==> src/rtl/uart_tx_arb.sv <==
// uart_tx_arb: round-robin packet arbiter merging two byte streams into one UART transmitter input.
// Define UART_ARB_TIMEOUT_EN to compile in the stalled-grant timeout (forced release + timeout_flag).
module uart_tx_arb #(
    parameter int TO_W = 16
) (
    input  logic            clk,
    input  logic            rst,
    input  logic [7:0]      r0_data,
    input  logic            r0_valid,
    input  logic            r0_last,
    output logic            r0_ready,
    input  logic [7:0]      r1_data,
    input  logic            r1_valid,
    input  logic            r1_last,
    output logic            r1_ready,
    output logic [7:0]      tx_data,
    output logic            tx_valid,
    input  logic            tx_ready,
    output logic [1:0]      grant,
    input  logic [TO_W-1:0] timeout_cyc,
    output logic            timeout_flag
);

    typedef enum logic [1:0] {IDLE, OWN0, OWN1} state_t;

    state_t     state_q, state_d;
    logic       prio_q, prio_d;
    logic [7:0] pkt_cnt_q, pkt_cnt_d;
    logic       xfer;
    logic       cur_last;
    logic       timeout_hit;

    assign xfer     = tx_valid & tx_ready;
    assign cur_last = (state_q == OWN1) ? r1_last : r0_last;
    assign grant    = {state_q == OWN1, state_q == OWN0};

    always_ff @(posedge clk or posedge rst) begin
        if (rst) begin
            state_q   <= IDLE;
            prio_q    <= 1'b0;
            pkt_cnt_q <= '0;
        end else begin
            state_q   <= state_d;
            prio_q    <= prio_d;
            pkt_cnt_q <= pkt_cnt_d;
        end
    end

    always_comb begin
        state_d = state_q;
        prio_d  = prio_q;
        case (state_q)
            IDLE: begin
                if (r0_valid && r1_valid)
                    state_d = prio_q ? OWN1 : OWN0;
                else if (r0_valid)
                    state_d = OWN0;
                else if (r1_valid)
                    state_d = OWN1;
            end
            default: begin
                // Release on the last byte or on a stall timeout; the other side then gets priority.
                if ((xfer && cur_last) || timeout_hit) begin
                    state_d = IDLE;
                    prio_d  = (state_q == OWN0);
                end
            end
        endcase

        if (state_d == IDLE)
            pkt_cnt_d = '0;
        else if (xfer && (pkt_cnt_q != 8'hFF))
            pkt_cnt_d = pkt_cnt_q + 8'd1;
        else
            pkt_cnt_d = pkt_cnt_q;
    end

    always_comb begin
        tx_data  = 8'h00;
        tx_valid = 1'b0;
        r0_ready = 1'b0;
        r1_ready = 1'b0;
        case (state_q)
            OWN0: begin
                tx_data  = r0_data;
                tx_valid = r0_valid;
                r0_ready = tx_ready;
            end
            OWN1: begin
                tx_data  = r1_data;
                tx_valid = r1_valid;
                r1_ready = tx_ready;
            end
            default: ;
        endcase
    end

`ifdef UART_ARB_TIMEOUT_EN
    logic [TO_W-1:0] stall_cnt_q, stall_cnt_d;
    logic            timeout_flag_q, timeout_flag_d;

    // The stall counter restarts on every grant and every accepted byte; a zero limit never fires.
    always_comb begin
        stall_cnt_d = stall_cnt_q;
        timeout_hit = 1'b0;
        if ((state_q == IDLE) || xfer)
            stall_cnt_d = '0;
        else if ((timeout_cyc != '0) && (stall_cnt_q == timeout_cyc - TO_W'(1)))
            timeout_hit = 1'b1;
        else
            stall_cnt_d = stall_cnt_q + TO_W'(1);
        timeout_flag_d = timeout_hit;
    end

    always_ff @(posedge clk or posedge rst) begin
        if (rst) begin
            stall_cnt_q    <= '0;
            timeout_flag_q <= 1'b0;
        end else begin
            stall_cnt_q    <= stall_cnt_d;
            timeout_flag_q <= timeout_flag_d;
        end
    end

    assign timeout_flag = timeout_flag_q;
`else
    // Without the timeout feature the limit input is read but has no effect.
    assign timeout_hit  = 1'b0;
    assign timeout_flag = 1'b0 & (|timeout_cyc);
`endif

endmodule

==> config.mk <==
export PLATFORM = sky130hd
export DESIGN_NAME = uart_tx_arb
export DESIGN_NICKNAME = d
export VERILOG_FILES = /design/src/rtl/uart_tx_arb.sv
export SDC_FILE = /design/constraint.sdc
export NUM_CORES = 1
export LEC_CHECK = 0
export CAP_MARGIN = 25
export CORE_AREA = 4 4 44 46
export DETAILED_ROUTE_END_ITERATION = 12
export DIE_AREA = 0 0 48 50
export PLACE_DENSITY_LB_ADDON = 0.15
export SYNTH_ARGS = -nofsm -noshare
export SYNTH_HDL_FRONTEND = slang
export SYNTH_SLANG_ARGS = --single-unit
==> constraint.sdc <==
create_clock -name clk -period 3.9 [get_ports clk]
set_input_delay 0.78 -clock clk [delete_from_list [all_inputs] [get_ports clk]]
set_output_delay 0.78 -clock clk [all_outputs]
set_load 0.01 [all_outputs]
==> impl_metrics.json, run 1 <==
{
  "grt_use_total_pct": 10.8,
  "setup_tns_ns": 0,
  "min_path_cells": 1,
  "synth_top_area_cell": "dfrtp_1",
  "dr.pass1.iters": 4,
  "maxCapViolations": 0,
  "grt-ovfl-total": 0,
  "grt_pass1_vias": 387,
  "ff2ff_path_depth": 5,
  "finalCritPeriodShare_pct": 73.3,
  "cp_cell_sequence": "clkdlybuf4s50_1, a22oi_1, nor2b_1, clkdlybuf4s50_1",
  "start_util_pct": 26.2,
  "p_per_area_nw_per_um2": 650,
  "finalHoldViolCount": 0,
  "vias_per_cell": 4.58,
  "cp.arrival_ns": 2.08,
  "dp_hpwl_um": 1030,
  "io_pins": 53,
  "stdcell_count": 95,
  "post_cts_resized": 0,
  "yosys-top-cells-count": "a22oi_1 (9), nor2b_1 (9), ha_1 (4)",
  "core_um2": 1510,
  "fillers": 147,
  "max-vdd-ir-drop_uv": 342,
  "grt-busiest-layer": "met2",
  "multi_input_area_um2": 287,
  "antenna_found_initial": 0,
  "ys_warn_count": 0,
  "drv_slew": 0,
  "power_leakage_nw": 0.318,
  "cp.required_ns": 3.12,
  "rrSetupSlack_ns": 2.11,
  "hold_end": "prio_q$_DFFE_PP0P_",
  "gp_congestion": 0.758,
  "crit_top_cell": "clkdlybuf4s50_1",
  "avgSynthCellArea_um2": 9.19,
  "grt_max_degree": 13,
  "vias": 435,
  "clkTransAtPathRegs_ns": 0.03,
  "clockBufferDepth": 2,
  "drcViolationCount": 0,
  "syn_nets": 86,
  "synth_top_area_share_pct": 19.0,
  "slowest_stage": "clkdlybuf4s50_1",
  "cts-root-buf": "clkbuf_4",
  "synth_area_leaders": "dfrtp_1 (19%), a22oi_1 (17%), nor2b_1 (14%), ha_1 (13%), mux2_4 (7.6%)",
  "crit_family": "buffers and inverters",
  "grtUsageMet3_pct": 1.45,
  "synth_seq_cells": 3,
  "dp_cells": 91,
  "critPathKind": "in2out",
  "rows": 14,
  "final_nets": 123,
  "r2r-end": "prio_q$_DFFE_PP0P_",
  "die_w_um": 48,
  "finalWorstSetupSlack_ns": 1.04,
  "routedWlPerCell_um": 13.3,
  "grt_pass1_wl_um": 1920,
  "use_met1_pct": 13.8,
  "synth_edf_count": 0,
  "cp-start-kind": "input pin",
  "worstPathBufferInverterCount": 2,
  "synthFlopType": "dfrtp_1",
  "synthArstFlopShare_pct": 100,
  "drt-total-wl_um": 1260,
  "rsz0062_at_grt": "no",
  "seq_area_frac_synth_pct": 19.0,
  "drive_above_1_share_pct": 8.86,
  "cts_tree": "built",
  "netlist_area_um2": 395,
  "outcome": "finished, final reports clean",
  "clock_latency_ns": 0.23,
  "max_freq_mhz": 350,
  "htreeDepth": 1,
  "drt_iter0_markers": 4,
  "utilization_pct": 51.1,
  "yosysUniqueCellTypes": 18,
  "period_minus_slack_ns": 2.86,
  "syn-instance-count": 43,
  "numClockSinks": 3,
  "io_buffer_count": 35,
  "endpoint_kind": "primary output",
  "syn_to_final_growth_pct": 94.6,
  "cts_inserted_buffers": 3,
  "ant_nets": 0,
  "r2r-start": "state_q[0]$_DFFE_PP0P_",
  "hold_class": "reg2reg",
  "post-place-ws_ns": 1.03,
  "hold_ws_ns": 0.515,
  "hold_start": "prio_q$_DFFE_PP0P_",
  "cts_hold_repair.buffers": 0,
  "grtUsageMet2_pct": 17.4,
  "clock_skew_ns": 0.00337,
  "die_area_um2": 2400,
  "path_max_fanout": 3,
  "regArea_um2": 75.1,
  "chipHeight_um": 50,
  "setup_viol": 0,
  "post_cts_buffers": 0,
  "diodes": 0,
  "cpPeakStageDelay_ns": 0.55
}
## worst max path at each step
| stage | start | endpoint | slack (ns) | depth (start not counted) |
|---|---|---|---|---|
| after floorplan | state_q[1]$_DFFE_PP0P_ | tx_data[0] | 1.86 | 5 |
| after global placement | r0_valid | tx_valid | 1.05 | 4 |
| after detailed placement | r0_valid | tx_valid | 1.03 | 4 |
| after CTS | r0_valid | tx_valid | 1.03 | 4 |
| after global routing | state_q[1]$_DFFE_PP0P_ | tx_valid | 0.97 | 5 |
| final | r0_valid | tx_valid | 1.04 | 4 |
## area by class of cell
type	instances	area share, %
sequential	3	9.76
tap	16	2.60
timing repair buffer	35	45.5
multi-input combinational	34	37.2
clock buffer	4	3.41
inverter	3	1.46
## cell usage in the layout, fill, tap and decap left out, drive strengths merged, types with 2 or more instances in the layout
cell,n
dfrtp,3
clkdlybuf4s50,35
nor2b,9
ha,4
a22oi,9
and2,2
clkbuf,4
mux2,2
inv,3
## state kept, by name, indices dropped and copies added, names as in the netlist
signal / cells
state_q: 2
prio_q: 1
## worst reg2reg max path, cell delays in order (launching register included)
cell	delay, ns
dfrtp_1	0.39
inv_1	0.11
ha_1	0.40
mux2_4	0.35
nand4b_4	0.11
mux2_4	0.31
## report_power, final
group / internal (mW) / leakage, nW / switching, mW / total [mW]
Sequential: 0.0452 / 0.0376 / 0.0123 / 0.0575
Clock: 0.0383 / 0.0150 / 0.0150 / 0.0533
Combinational: 0.219 / 0.265 / 0.170 / 0.390
Total: 0.303 / 0.318 / 0.197 / 0.500
## routing by layer
layer / wire (µm) / vias up
li1: - / 226
met1: 488 / 195
met2: 682 / 14
met3: 89 / 0
met4: 0 / 0
met5: 0 / -
## cell families (layout without fill, tap and decap cells)
family	Yosys count	count (layout)	share of synthesized area, %
compound gates	13	13	25.0
simple gates	14	14	26.3
flops	3	3	19.0
mux	2	2	7.60
buf+inv	6	42	8.54
fa+ha+maj	4	4	12.7
other cells	1	1	0.948
## per-stage QoR
stage | cell area, µm² | total power, mW
after global placement | 743 | 0.448
after detailed placement | 743 | 0.451
after floorplan | 395 | 0.287
after CTS | 769 | 0.508
final | 769 | 0.500
after global routing | 769 | 0.545
(Power assumes the default switching activity.)
==> run 2, diff against run 1 <==
--- a/config.mk
+++ b/config.mk
@@ -6,9 +6,9 @@
 export NUM_CORES = 1
 export LEC_CHECK = 0
 export CAP_MARGIN = 25
-export CORE_AREA = 4 4 44 46
+export CORE_AREA = 4 4 48 50
 export DETAILED_ROUTE_END_ITERATION = 12
-export DIE_AREA = 0 0 48 50
+export DIE_AREA = 0 0 52 54
 export PLACE_DENSITY_LB_ADDON = 0.15
 export SYNTH_ARGS = -nofsm -noshare
 export SYNTH_HDL_FRONTEND = slang
==> constraint.sdc (replaced) <==
create_clock -name clk -period 2.45 [get_ports clk]
set_input_delay 0.49 -clock clk [delete_from_list [all_inputs] [get_ports clk]]
set_output_delay 0.49 -clock clk [all_outputs]
set_load 0.01 [all_outputs]
==> impl_metrics.json, run 2 (synthesis results as in run 1) <==
{
  "cts_inserted_buffers": 3,
  "layout_commonest_cell": "clkdlybuf4s50_1",
  "clock_latency_ns": 0.23,
  "cts-root-buf": "clkbuf_4",
  "dr.pass1.iters": 2,
  "place_area_um2": 757,
  "power.share.switching_pct": 38.5,
  "io_pins": 53,
  "clockBufferDepth": 2,
  "post-place-ws_ns": 0.141,
  "grt-ovfl-total": 0,
  "p_per_area_nw_per_um2": 1060,
  "drt_iter0_markers": 3,
  "setup_tns_ns": 0,
  "cp.arrival_ns": 1.84,
  "path_max_fanout": 12,
  "drcViolationCount": 0,
  "finalHoldViolCount": 0,
  "io_buffer_count": 35,
  "seqPwrFrac_pct": 11.4,
  "power_leakage_nw": 0.317,
  "hold_class": "in2async",
  "drive_above_1_share_pct": 13.9,
  "vias_per_cell": 4.37,
  "hold_ws_ns": 0.421,
  "antenna_found_initial": 0,
  "ant_nets": 0,
  "max_freq_mhz": 430,
  "cts_hold_repair.buffers": 0,
  "p_clk_share_pct": 9.7,
  "drv_slew": 0,
  "maxCapViolations": 0,
  "period_minus_slack_ns": 2.33,
  "numClockSinks": 3,
  "clkTransAtPathRegs_ns": 0.03,
  "drt-total-wl_um": 1280,
  "cp-start-kind": "flop",
  "start_util_pct": 20.8,
  "chipHeight_um": 54,
  "p_int_mw": 0.536,
  "outcome": "finished, final reports clean",
  "finalWorstSetupSlack_ns": 0.125,
  "die_area_um2": 2810,
  "endpoint_kind": "primary output",
  "p_total_mw": 0.870,
  "rsz0062_at_grt": "no",
  "max-vdd-ir-drop_uv": 518,
  "core_um2": 1900,
  "routedWlPerCell_um": 12.1,
  "grt_pass1_wl_um": 2010,
  "cts_tree": "built",
  "grt_pass1_vias": 457,
  "syn_to_final_growth_pct": 108,
  "rows": 16,
  "final_nets": 123,
  "grt_use_total_pct": 9.49,
  "setup_viol": 0,
  "fin_area_um2": 821,
  "die_w_um": 52,
  "top_register": "state_q",
  "largest_reg_flops": 2,
  "power_switching_mw": 0.335,
  "critPathKind": "reg2out",
  "reg_top3": "state_q: 2 flops, prio_q: 1 flops",
  "power_frac_comb_pct": 78.9,
  "cp.required_ns": 1.96,
  "fillers": 212,
  "grt_max_degree": 13,
  "finalCritPeriodShare_pct": 94.9,
  "vias": 463,
  "htreeDepth": 1,
  "gp_congestion": 0.638,
  "clock_skew_ns": 0.000356,
  "diodes": 0,
  "layout_common_cells": "clkdlybuf4s50_1 (35), a22oi_1 (9), nor2b_1 (9)",
  "dp_hpwl_um": 982
}
## run 2: cell types whose count changed in the layout (fill, tap and decap cells not counted)
| cell | before | now |
|---|---|---|
| inv_2 | 0 | 1 |
| inv_1 | 3 | 2 |
| ha_1 | 4 | 1 |
| ha_4 | 0 | 3 |
## run 2: per-stage QoR
step / cells / util, %
6_report: 106 / 43.2
5_1_grt: 106 / 43.2
4_1_cts: 106 / 41.4
3_5_place_dp: 102 / 39.8
3_3_place_gp: 102 / 39.8
2_1_floorplan: 43 / -
## run 2: cell type report
type	instances	area, µm²	area share [%]
Multi-Input combinational cell	34	324	39.5
Sequential cell	3	75.1	9.15
Tap cell	27	33.8	4.12
Clock buffer	4	26.3	3.20
Inverter	3	11.3	1.37
Timing Repair Buffer	35	350	42.7
## run 2: final timing paths
check,from,slack (ns),to,cells past startpoint
hold / removal,rst,0.42,prio_q$_DFFE_PP0P_,2
max in group asynchronous,rst,1.91,state_q[1]$_DFFE_PP0P_,2
hold reg to reg,prio_q$_DFFE_PP0P_,0.50,prio_q$_DFFE_PP0P_,1
setup / recovery,state_q[1]$_DFFE_PP0P_,0.12,tx_valid,5
min in group clk,prio_q$_DFFE_PP0P_,0.50,prio_q$_DFFE_PP0P_,1
setup reg to reg,state_q[0]$_DFFE_PP0P_,0.80,prio_q$_DFFE_PP0P_,5
## run 2: timing repair
action,4_1_cts,5_1_grt
setup endpoints to repair,9,9
gates resized for setup,2,5
setup buffers,0,0
pin swaps,0,0
## run 2: critical path, cell delays in order, from the launching register on
cell,delay [ns]
dfrtp_1,0.42
inv_1,0.17
ha_4,0.24
a22oi_1,0.12
nor2b_1,0.12
clkdlybuf4s50_1,0.54
## run 2: per-layer routing
metal	wire (µm)	GRT usage (%)	vias to the layer above	part of all wire, %
met1	531	10.5	211	41
met3	188	2.22	0	15
met5	0	0	-	0
met2	563	16.7	27	44
li1	-	-	225	-
met4	0	5.24	0	0
## run 2: power groups by stage
stage                     Clock (mW)  Sequential, mW  Combinational (mW)
after global routing          0.0929           0.103               0.746
after detailed placement           0          0.0919               0.631
after CTS                     0.0902          0.0919               0.641
after floorplan                    0          0.0859               0.371
final                         0.0841          0.0994               0.687
after global placement             0          0.0896               0.630
